`config.mk`:
```
export PLATFORM = sky130hd
export DESIGN_NAME = apb_slave_regfile
export DESIGN_NICKNAME = d
export VERILOG_FILES = /design/src/rtl/apb_pkg.sv /design/src/rtl/apb_byte_merge.sv /design/src/rtl/apb_slave_regfile.sv
export SDC_FILE = /design/constraint.sdc
export NUM_CORES = 1
export LEC_CHECK = 0
export ABC_AREA = 1
export CAP_MARGIN = 20
export CORE_ASPECT_RATIO = 2
export CORE_UTILIZATION = 30
export DETAILED_ROUTE_END_ITERATION = 16
export HOLD_SLACK_MARGIN = 0.03
export PLACE_DENSITY = 0.63
export SLEW_MARGIN = 20
export SYNTH_ARGS = -nofsm -noshare
export SYNTH_HDL_FRONTEND = slang
export SYNTH_HIERARCHICAL = 1
export SYNTH_SLANG_ARGS = --single-unit
```
`constraint.sdc`:
```
create_clock -name PCLK -period 5.8 [get_ports PCLK]
set_input_delay 1.74 -clock PCLK [delete_from_list [all_inputs] [get_ports PCLK]]
set_output_delay 1.74 -clock PCLK [all_outputs]
set_load 0.05 [all_outputs]
```
`src/rtl/apb_pkg.sv`:
```
// Shared APB definitions: bus widths and the completer state encoding.
package apb_pkg;

  localparam int APB_DATA_W = 32;
  localparam int APB_STRB_W = 4;

  typedef enum logic {
    APB_S_IDLE   = 1'b0,
    APB_S_ACCESS = 1'b1
  } apb_state_e;

endpackage

```
`src/rtl/apb_byte_merge.sv`:
```
// Byte-lane merge: each strobed lane takes the new data, the others keep the old data.
module apb_byte_merge
  import apb_pkg::*;
(
  input  logic [APB_DATA_W-1:0] old_data,
  input  logic [APB_DATA_W-1:0] new_data,
  input  logic [APB_STRB_W-1:0] strb,
  output logic [APB_DATA_W-1:0] merged
);

  genvar gi;
  generate
    for (gi = 0; gi < APB_STRB_W; gi++) begin : g_lane
      // One 8-bit mux per byte lane
      assign merged[8*gi +: 8] = strb[gi] ? new_data[8*gi +: 8] : old_data[8*gi +: 8];
    end
  endgenerate

endmodule

```
`src/rtl/apb_slave_regfile.sv`:
```
// APB completer with a bank of 32-bit registers, wait states, byte strobes and error responses.
// The top register is a read-only ID; its storage slot is never written and reads as zero on reg_out.
module apb_slave_regfile
  import apb_pkg::*;
#(
  parameter int          NUM_REGS    = 16,
  parameter int          WAIT_STATES = 0,
  parameter logic [31:0] ID_VALUE    = 32'hA9B0_0001
) (
  input  logic                       PCLK,
  input  logic                       PRESET,
  input  logic                       PSEL,
  input  logic                       PENABLE,
  input  logic                       PWRITE,
  input  logic [31:0]                PADDR,
  input  logic [APB_DATA_W-1:0]      PWDATA,
  input  logic [APB_STRB_W-1:0]      PSTRB,
  input  logic [2:0]                 PPROT,
  output logic                       PREADY,
  output logic [APB_DATA_W-1:0]      PRDATA,
  output logic                       PSLVERR,
  output logic [32*NUM_REGS-1:0]     reg_out,
  output logic [NUM_REGS-1:0]        wr_pulse
);

  localparam int MAX_REGS = 16;

  apb_state_e            state_reg, state_next;
  logic [3:0]            cnt_reg, cnt_next;
  logic [APB_DATA_W-1:0] regs_reg [MAX_REGS];
  logic [NUM_REGS-1:0]   wr_pulse_reg;

  logic [3:0]            idx;
  logic                  oor;
  logic                  ro;
  logic                  complete;
  logic                  commit_wr;
  logic [APB_DATA_W-1:0] rd_word;
  logic [APB_DATA_W-1:0] merged_data;
  logic                  unused_bits;

  // Protection bits and the byte offset carry no meaning for this register bank
  assign unused_bits = ^{PPROT, PADDR[1:0]};

  assign idx     = PADDR[5:2];
  assign oor     = (PADDR[31:2] >= 30'(NUM_REGS));
  assign ro      = (idx == 4'(NUM_REGS - 1));
  assign rd_word = ro ? ID_VALUE : regs_reg[idx];

  apb_byte_merge u_merge (
    .old_data (regs_reg[idx]),
    .new_data (PWDATA),
    .strb     (PSTRB),
    .merged   (merged_data)
  );

  // State and wait counter; reset aborts any transfer in flight
  always_ff @(posedge PCLK) begin
    if (PRESET) begin
      state_reg <= APB_S_IDLE;
      cnt_reg   <= 4'd0;
    end else begin
      state_reg <= state_next;
      cnt_reg   <= cnt_next;
    end
  end

  // Next state, wait countdown and the combinational response lane
  always_comb begin
    state_next = state_reg;
    cnt_next   = cnt_reg;
    PREADY     = 1'b0;
    complete   = 1'b0;
    commit_wr  = 1'b0;
    PRDATA     = '0;
    PSLVERR    = 1'b0;
    case (state_reg)
      APB_S_IDLE: begin
        if (PSEL && !PENABLE) begin
          state_next = APB_S_ACCESS;
          cnt_next   = 4'(WAIT_STATES);
        end
      end
      APB_S_ACCESS: begin
        PREADY = (cnt_reg == 4'd0);
        if (!PSEL) begin
          state_next = APB_S_IDLE;
        end else if (!PENABLE) begin
          cnt_next = 4'(WAIT_STATES);
        end else if (cnt_reg != 4'd0) begin
          cnt_next = cnt_reg - 4'd1;
        end else begin
          state_next = APB_S_IDLE;
          complete   = 1'b1;
        end
      end
      default: state_next = APB_S_IDLE;
    endcase
    if (complete) begin
      if (PWRITE) begin
        commit_wr = !oor && !ro;
        PSLVERR   = oor || ro;
      end else begin
        PRDATA  = oor ? '0 : rd_word;
        PSLVERR = oor;
      end
    end
  end

  // Register bank update; only writable slots below the ID register can be selected
  always_ff @(posedge PCLK) begin
    if (PRESET) begin
      for (int i = 0; i < MAX_REGS; i++) regs_reg[i] <= '0;
    end else if (commit_wr) begin
      for (int i = 0; i < NUM_REGS - 1; i++) begin
        if (idx == 4'(i)) regs_reg[i] <= merged_data;
      end
    end
  end

  // One-cycle write strobe aligned with the updated register contents
  always_ff @(posedge PCLK) begin
    if (PRESET) begin
      wr_pulse_reg <= '0;
    end else begin
      wr_pulse_reg <= commit_wr ? (NUM_REGS'(1) << idx) : '0;
    end
  end

  assign wr_pulse = wr_pulse_reg;

  genvar gi;
  generate
    for (gi = 0; gi < NUM_REGS; gi++) begin : g_out
      assign reg_out[32*gi +: 32] = regs_reg[gi];
    end
  endgenerate

endmodule

```
==> out/metrics.cfg <==
[hold_path]
holdCritPathClass=flip-flop to flip-flop

[global_routing]
overflow=0
gr-usage-met1_pct=29.51
grt_max_degree=45
grt_antenna_before_repair=3
grt_pass1_wl_mm=155.2
met3_usage_pct=7.836
busiest_layer=met2
grtUsageTotal_pct=30.29
grt_pass1_vias=19400
gr-usage-met2_pct=57.05

[critical_path]
worstPathMaxFanout=6
cp_top_family=buffers and inverters
critPathMaxStageDelay_ps=260
setup.worst_path.class=input pin to output port
start_kind=input pin
endpoint_kind=output port
cp.arrival_ps=3930
critPathMostFrequentCell=buf_12
worstPathCellList=dlygate4sd2_1 -> buf_12 -> inv_2 -> nor2_4 -> buf_12 -> bufbuf_16 -> buf_4 -> a22oi_1 -> nand2_2 -> nand2_1 -> nand2_1 -> nor2_1 -> nor2_1 -> buf_12
cpMaxStageDelayCell=dlygate4sd2_1
cp.required_ps=4060
critPathBufInv=7

[die]
die_h_um=386.7
rows=140
dieArea_mm2=0.07514
core_area_mm2=0.07305
die_w_um=194.3
io_pins=638
start_util_pct=30.39

[power]
power_leakage_nw=12.68
p_int_mw=6.349
clkPwrFrac_pct=34.8
swShare_pct=31.15
power_density_mw_per_mm2=284.1
pwr-share-comb_pct=19.3
power_mw=9.222
p_sw_mw=2.873
ir_drop_mv=0.3099
pwr-share-seq_pct=45.9

[synthesis]
ys_seq_area_share_pct=66.84
yosysWarningCount=6
syn_inst=2145
netlist.area_leader.share_pct=64.94
synth.area.top_cells=edfxtp_1 (65%), nand2_1 (11%), nor2_1 (6.4%)
synth_flop_cell=edfxtp_1
synth_area_mm2=0.02220
synth_cell_types=30
synth.avg_cell_area_um2=10.35
synth_top_cell_by_area=edfxtp_1
synth_edf_count=480
ys_async_sr_fraction_pct=0
ys_ff_latch=501

[sta]
fin_crit_ps=5668
rsz0062_at_grt=true
timing_hold_violations_final=0
tightest_slew_ps=980.1
slew_viol_final=0
clock_skew_ps=25.81
setup_viol=0
slew_headroom_pct=34.43
finalCritPeriodShare_pct=97.72
max_freq_mhz=176.4

[final_layout]
final_common_cell=nand2_1
largest_reg_flops=480
design_area_mm2=0.03246
area_growth_pct=46.26
nNetsFinal=2939
most-common-layout-cells=nand2_1 (655), clkdlybuf4s50_1 (565), edfxtp_1 (480), nor2_1 (355), buf_4 (150)
drive_gt1_share_pct=12.94

[detailed_routing]
drt_pass1_iterations=6
postRouteAntennaNets=0
drtIter0Drc=1323
via_per_inst=5.045
wire_per_inst_um=30.20
num_vias=19280
drc=0
drt-total-wl_mm=115.4

[clock_tree]
cts-root-buf=clkbuf_16
cts_made_buffers=46
cts_tree=built
clk_pin_slew_ps=70
clkLatencyLatePin_ps=620
cts_max_level=2
cts_sinks=501
clockBufferDepth=3

[placement]
placed_area_mm2=0.03056
gp_congestion=0.9267
hpwl_mm=87.75
io_buffer_count=600

[flow_run]
drv_cap=0

[outcome]
outcome=completed

final cells by class:
type,instances,area [um^2]
well taps,923,1155
repair buffers,783,8130
clock buffers,50,1187
fillers,6938,40580
flip-flops and latches,501,14830
multi-input cells,1406,6352
inverters,123,462.9
diodes,2,5.005
clock inverters,34,335.3
Yosys cell counts, types with 28 or more instances:
library cell / instances
buf_6: 28
a22oi_1: 96
inv_1: 80
clkbuf_1: 53
clkinv_1: 34
nand3_1: 44
nor3_1: 76
edfxtp_1: 480
nand2_1: 673
buf_4: 33
nor2_1: 376
a21oi_1: 29
per-stage QoR:
stage	instances	TNS, ps	setup slack, ps	util, %	hold WS [ps]
floorplan	2177	0	376.5	-	440.9
global placement	3727	-2453	-267.7	41.84	452.7
detailed placement	3727	-2937	-289.7	41.84	458.8
CTS	3820	0	82.71	44.43	468.4
global route	3820	-28.00	-11.91	44.43	518.0
finish	3822	0	132.2	44.44	471.2
power by group through the flow:
stage	Sequential [mW]	Combinational, mW	Clock [mW]
finish	4.24	1.78	3.20
global route	4.25	1.83	3.35
CTS	4.24	1.79	3.24
detailed placement	4.31	1.75	0
global placement	4.31	1.75	0
floorplan	4.83	0.409	0
cells by family (layout without fill, tap and decap cells):
kind of cell,count (synthesis),count (layout),synth area share (%)
flops,501,501,66.84
compound gates,150,150,4.493
other cells,1,35,0.01690
simple gates,1220,1220,22.31
xor+xnor,1,1,0.03947
fa+ha+maj,2,2,0.1127
buf+inv,270,990,6.195
path summary, 6_finish.rpt:
kind	startpoint	to	slack, ps	cells after the start
setup / recovery	PADDR[2]	PRDATA[30]	130	14
hold / removal	cnt_reg[1]	cnt_reg[1]	470	2
hold reg to reg	cnt_reg[1]	cnt_reg[1]	470	2
setup reg to reg	cnt_reg[0]	regs_reg[1][7]	2730	9
tightest hold or removal path: cells and delay by family (launching register included):
| kind | cells | cell delay (ps) |
|---|---|---|
| flops | 1 | 310 |
| simple gates | 1 | 60 |
| compound gates | 1 | 50 |
what timing repair did:
item / in CTS / in global routing
cloned: 4 / 0
hold buffers: 0 / 0
setup endpoints to repair: 30 / 3
pin swaps: 9 / 0
resized for setup: 60 / 0
setup buffers: 5 / 0
routing by layer:
metal / part of all wire (%) / vias up
met5: 0.025 / -
met4: 6.2 / 4
met3: 8.1 / 244
met2: 53 / 1059
met1: 32 / 9421
li1: - / 8554
Note: power is estimated with default switching activity, not from simulation.
==> RTL change 1 (same flow settings) <==
Change the parameter `NUM_REGS` from 16 to 8.
--- a/src/rtl/apb_slave_regfile.sv
+++ b/src/rtl/apb_slave_regfile.sv
@@ -4,5 +4,5 @@
   import apb_pkg::*;
 #(
-  parameter int          NUM_REGS    = 16,
+  parameter int          NUM_REGS    = 8,
   parameter int          WAIT_STATES = 0,
   parameter logic [31:0] ID_VALUE    = 32'hA9B0_0001
Interface: changed (resized reg_out and wr_pulse); port bits go from 638 to 374. No check against the original RTL was run, so the function may have changed too.
==> RTL change 1 against the unedited design <==
Setup slack worse by 0.019 ns; cell count shrank 49%; via count is 47% lower; area after synthesis decreased by 49%; sequential cell count shrank 264; power decreased by 54%; sequential share of layout area is 2.1 points lower; sequential power fell by 54%; wire length shrank 60%; synthesized cell count shrank 46%; cell area decreased by 51%; largest cell class unchanged.
==> RTL change 1: results (changes against the unedited design) <==
| Metric | Value |
|---|---|
| HPWL Detailed | `30500 microns (-65%)` |
| Synth unique cells | `27 (-10%)` |
| Max FFs per register | `224 (-53%)` |
| Top post-synthesis cells by area | `edfxtp_1 59%, nand2_1 11%, nor3_1 5.9%, a22oi_1 4.5%, nor2_1 4.1%` |
| CTS HTree Levels | `1 (-1)` |
| Clock latency on the worst-skew pair | `0.53 ns (-0.09 ns)` |
| Met2 routed WL | `24800 microns (-60%)` |
| Met2 Use GR | `44.7% (-12 points)` |
| Switching portion of total power | `28.2% (-3.0 points)` |
| Routed WL | `45800 microns (-60%)` |
| Layout cells sized above 1 | `8.52% (-4.4 points)` |
| Via count | `10100 (-47%)` |
| Power Total | `4.23 mW (-54%)` |
| Met1 Wirelength | `14700 microns (-61%)` |
| Layout Cells excl Fill | `1950 (-49%)` |
| Uppermost layer routed | `met4` |
| Reg power frac | `46.3% (+0.4 points)` |
| GR Util met3 | `3.42% (-4.4 points)` |
| Clock Skews | `0.0178 ns (-0.00805 ns)` |
| DR iter-0 viols | `712 (-46%)` |
| CP max stage delay | `0.48 ns (+0.22 ns)` |
| TritonRoute pass-1 iters | `5 (-1)` |
| Peak VDD IR | `0.000215 V (-31%)` |
| Cells after DPL | `1909 (-49%)` |
| Outcome | `completed` |
| M1 GR Usage | `22.8% (-6.7 points)` |
| Crit-path leading delay family | `simple AND/OR/NAND/NOR gates` |
| Max_slew headroom | `49.7% (+15 points)` |
| Most used DFF post-synth | `edfxtp_1` |
| Leak pwr | `6.13 nW (-52%)` |
| Antenna violations before repair | `1 (-2)` |
| Clock Power Share | `37.4% (+2.6 points)` |
| Crit-path slowest cell | `a31oi_1` |
| Final Wtd Congestion | `0.850 (-8.3%)` |
| First-pass GRT wire length | `65300 microns (-58%)` |
| Final #Nets | `1552 (-47%)` |
| Cells after synthesis | `1159 (-46%)` |
| Part of the Yosys area used for sequential elements | `61.6% (-5.2 points)` |
| Num CTS Buffers | `22 (-52%)` |
| Buffers on Ports | `336 (-44%)` |
| Crit Path Max Fanout | `8 (+2)` |
| Gr usage total | `23.3% (-7.0 points)` |
| CTS max path bufs | `3 (unchanged)` |
| CTS resizes | `0 (-100%)` |
| Setup bufs post-CTS | `0 (-5)` |
| Largest net degree at the start of global routing | `73 (+62%)` |
## RTL change 1: cell count changes after synthesis, moves of 23 or more
cell      before  now
nand2_1      673  345
edfxtp_1     480  224
nor2_1       376  124
nor3_1        76  133
clkinv_1      34    0
inv_1         80   49
a22oi_1       96   68
nand4_1       26    3
## RTL change 1: area by class of cell
type / count / area [sq um] / share of cell area, %
Antenna cell: 1 / 2.50 / 0.0156
Clock buffer: 27 / 601 / 3.75
Clock inverter: 13 / 175 / 1.09
Inverter: 57 / 214 / 1.33
Multi-Input combinational cell: 791 / 3680 / 23.0
Sequential cell: 237 / 6990 / 43.6
Tap cell: 459 / 574 / 3.58
Timing Repair Buffer: 365 / 3800 / 23.7
## RTL change 1: cell families (layout without fill, tap and decap cells)
group / after synthesis / after routing / share of synthesized area (%)
XOR/XNOR: 1 / 1 / 0.0773
buffers and inverters: 163 / 462 / 7.55
AO/OA/AOI/OAI: 106 / 106 / 6.27
adder cells (fa/ha/maj): 2 / 2 / 0.221
flip-flops: 237 / 237 / 61.6
AND/OR/NAND/NOR: 649 / 649 / 24.2
other: 1 / 34 / 0.0331
## RTL change 1: tightest hold or removal path: stages, from the launching register on
cell and delay (ns):
dfxtp_1 0.31, nand2_1 0.06, a21oi_1 0.05
## RTL change 1: path summary, 6_finish.rpt
path / start / to / slack [ns] / cells after the start
max: PADDR[16] / PRDATA[23] / 0.11 / 9
min: cnt_reg[3] / cnt_reg[3] / 0.46 / 2
max reg2reg: cnt_reg[0] / regs_reg[5][14] / 2.97 / 10
min reg2reg: cnt_reg[3] / cnt_reg[3] / 0.46 / 2
## RTL change 1: through the flow
step                      setup slack [ns]  cell area (sq um)
final                                0.113              16000
after global routing                0.0106              16000
after CTS                            0.117              16000
after detailed placement             0.116              15200
after global placement              0.0990              15200
after floorplan                      0.625              11500
==> RTL change 2 (same flow settings) <==
Made on the original files. Register the output `PSLVERR`; this adds one clock of latency there. The other outputs are not delayed to match.
--- a/src/rtl/apb_slave_regfile.sv
+++ b/src/rtl/apb_slave_regfile.sv
@@ -25,4 +25,6 @@
 
   localparam int MAX_REGS = 16;
+
+  logic PSLVERR_d;
 
   apb_state_e            state_reg, state_next;
@@ -74,5 +76,5 @@
     commit_wr  = 1'b0;
     PRDATA     = '0;
-    PSLVERR    = 1'b0;
+    PSLVERR_d  = 1'b0;
     case (state_reg)
       APB_S_IDLE: begin
@@ -100,8 +102,8 @@
       if (PWRITE) begin
         commit_wr = !oor && !ro;
-        PSLVERR   = oor || ro;
+        PSLVERR_d = oor || ro;
       end else begin
         PRDATA  = oor ? '0 : rd_word;
-        PSLVERR = oor;
+        PSLVERR_d = oor;
       end
     end
@@ -137,4 +139,8 @@
   endgenerate
 
+  always_ff @(posedge PCLK) begin
+    PSLVERR <= PSLVERR_d;
+  end
+
 endmodule
 
Behaviour: not the same (a bounded check fails within 4 cycles, from zero or initial values and one cycle with PRESET high).
==> RTL change 2 against the unedited design <==
Non-clock buffer count is 56 lower; area after synthesis is 0.10% lower; wire length is 9.0% lower; power down 1.9%; setup slack worse by 0.039 ns; sequential power about the same; cell area fell by 2.1%; core utilization down 0.93 points; synthesized cell count shrank 0.23%; clock power down 2%; sequential cell count grew 1.
==> RTL change 2: results (changes against the unedited design) <==
| Metric | Value |
|---|---|
| Most instantiated cells after synthesis | `705 x nand2_1, 480 x edfxtp_1, 398 x nor2_1` |
| Power Density | `285 nW/um^2 (+0.16%)` |
| Top post-synthesis cells by area | `edfxtp_1 65%, nand2_1 12%, nor2_1 6.7%, a22oi_1 3.3%, dfxtp_1 2.0%` |
| Antenna diodes | `0 (-2)` |
| Clock latency on the worst-skew pair | `0.60 ns (-0.02 ns)` |
| Final Wtd Congestion | `0.918 (-0.93%)` |
| Yosys warning count | `6 (unchanged)` |
| Fillers | `6912 (-0.37%)` |
| Layout cells sized above 1 | `11.0% (-1.9 points)` |
| Cells after synthesis | `2140 (-0.23%)` |
| HPWL Detailed | `76200 microns (-13%)` |
| First-pass GRT wire length | `145000 microns (-6.4%)` |
| Clock Skews | `0.0319 ns (+0.00605 ns)` |
| Max_slew headroom | `45.2% (+11 points)` |
| Pre-CTS WS | `0.0641 ns (+0.354 ns)` |
| Reg area | `14900 sq um (+0.13%)` |
| N_taps | `923 (unchanged)` |
| Leak pwr | `12.4 nW (-1.8%)` |
| Drt wl/cell | `28.1 microns (-6.8%)` |
| Critical Path AT | `3.97 ns (+0.04 ns)` |
| CTS max path bufs | `3 (unchanged)` |
| Post-synth EDFFs | `480 (unchanged)` |
| Fraction of area in multi-input gates | `19.7% (+0.090 points)` |
| Non-clk buf share | `24.1% (-0.94 points)` |
| Vias in the first global route | `19200 (-0.78%)` |
| Layout Cells excl Fill | `3732 (-2.4%)` |
| Post-Synth Adder-Cell Area | `0.113% (+0.00011 points)` |
| Part of the Yosys area used for sequential elements | `67.0% (+0.16 points)` |
| Clock-cell share of area | `4.79% (+0.096 points)` |
| Seq cells | `502 (+0.20%)` |
| Num CTS Buffers | `47 (+2.2%)` |
| CP max stage delay | `0.51 ns (+0.25 ns)` |
| Outcome | `completed` |
| Gr usage total | `27.7% (-2.6 points)` |
| Vias/cell | `5.10 (+1.2%)` |
| CTS HTree Levels | `2 (unchanged)` |
| DR iter-0 viols | `1543 (+17%)` |
| Crit Path Max Fanout | `36 (+30)` |
| Crit-path slowest cell | `clkdlybuf4s50_1` |
| Compound-Gate Fraction of Synth Area | `4.41% (-0.080 points)` |
| Synth unique cells | `28 (-6.7%)` |
| Root buf cell | `clkbuf_16` |
| Largest net degree at the start of global routing | `42 (-6.7%)` |
| CLK BUF | `61 (+22%)` |
| Final #Nets | `2851 (-3.0%)` |
| Setup bufs post-CTS | `0 (-5)` |
| Non-clk bufs | `727 (-7.2%)` |
| Nonclk inv count | `91 (-26%)` |
| Cells after DPL | `3647 (-2.1%)` |
| Post-Synth XOR/XNOR Area | `0.0395% (+0.000040 points)` |
| Peak VDD IR | `0.000283 V (-8.6%)` |
| Placed inst area | `30200 sq um (-1.1%)` |
| CTS resizes | `0 (-100%)` |
| Antenna violations before repair | `7 (+4)` |
| Comb_multi_in | `1404 (-0.14%)` |
RTL change 2: cell types whose count changed after synthesis, sizes merged, moves of 2 or more:
cell / delta
buf: +17
clkbuf: +11
clkinv: -33
nand2: +23
nand3: +2
nand4: +8
nor2: +41
nor3: -70
or2: -2
RTL change 2: final timing paths:
| path | startpoint | endpoint | depth (start not counted) | slack (ns) |
|---|---|---|---|---|
| setup / recovery | PADDR[3] | PRDATA[3] | 14 | 0.09 |
| hold / removal | cnt_reg[0] | cnt_reg[0] | 1 | 0.46 |
| setup reg to reg | cnt_reg[0] | regs_reg[10][5] | 8 | 2.83 |
| hold reg to reg | cnt_reg[0] | cnt_reg[0] | 1 | 0.46 |
RTL change 2: layer usage:
metal	part of all wire (%)	track usage (%)	up-vias
met5	0.076	0	-
met1	37	32.5	9261
met2	48	46.3	1209
met4	5.5	14.4	12
met3	9.6	7.10	260
li1	-	-	8306
RTL change 2: power by group:
part,internal (mW),switching [mW]
clock,1.72,1.43
combinational,0.456,1.21
sequential,4.14,0.102
total,6.31,2.73
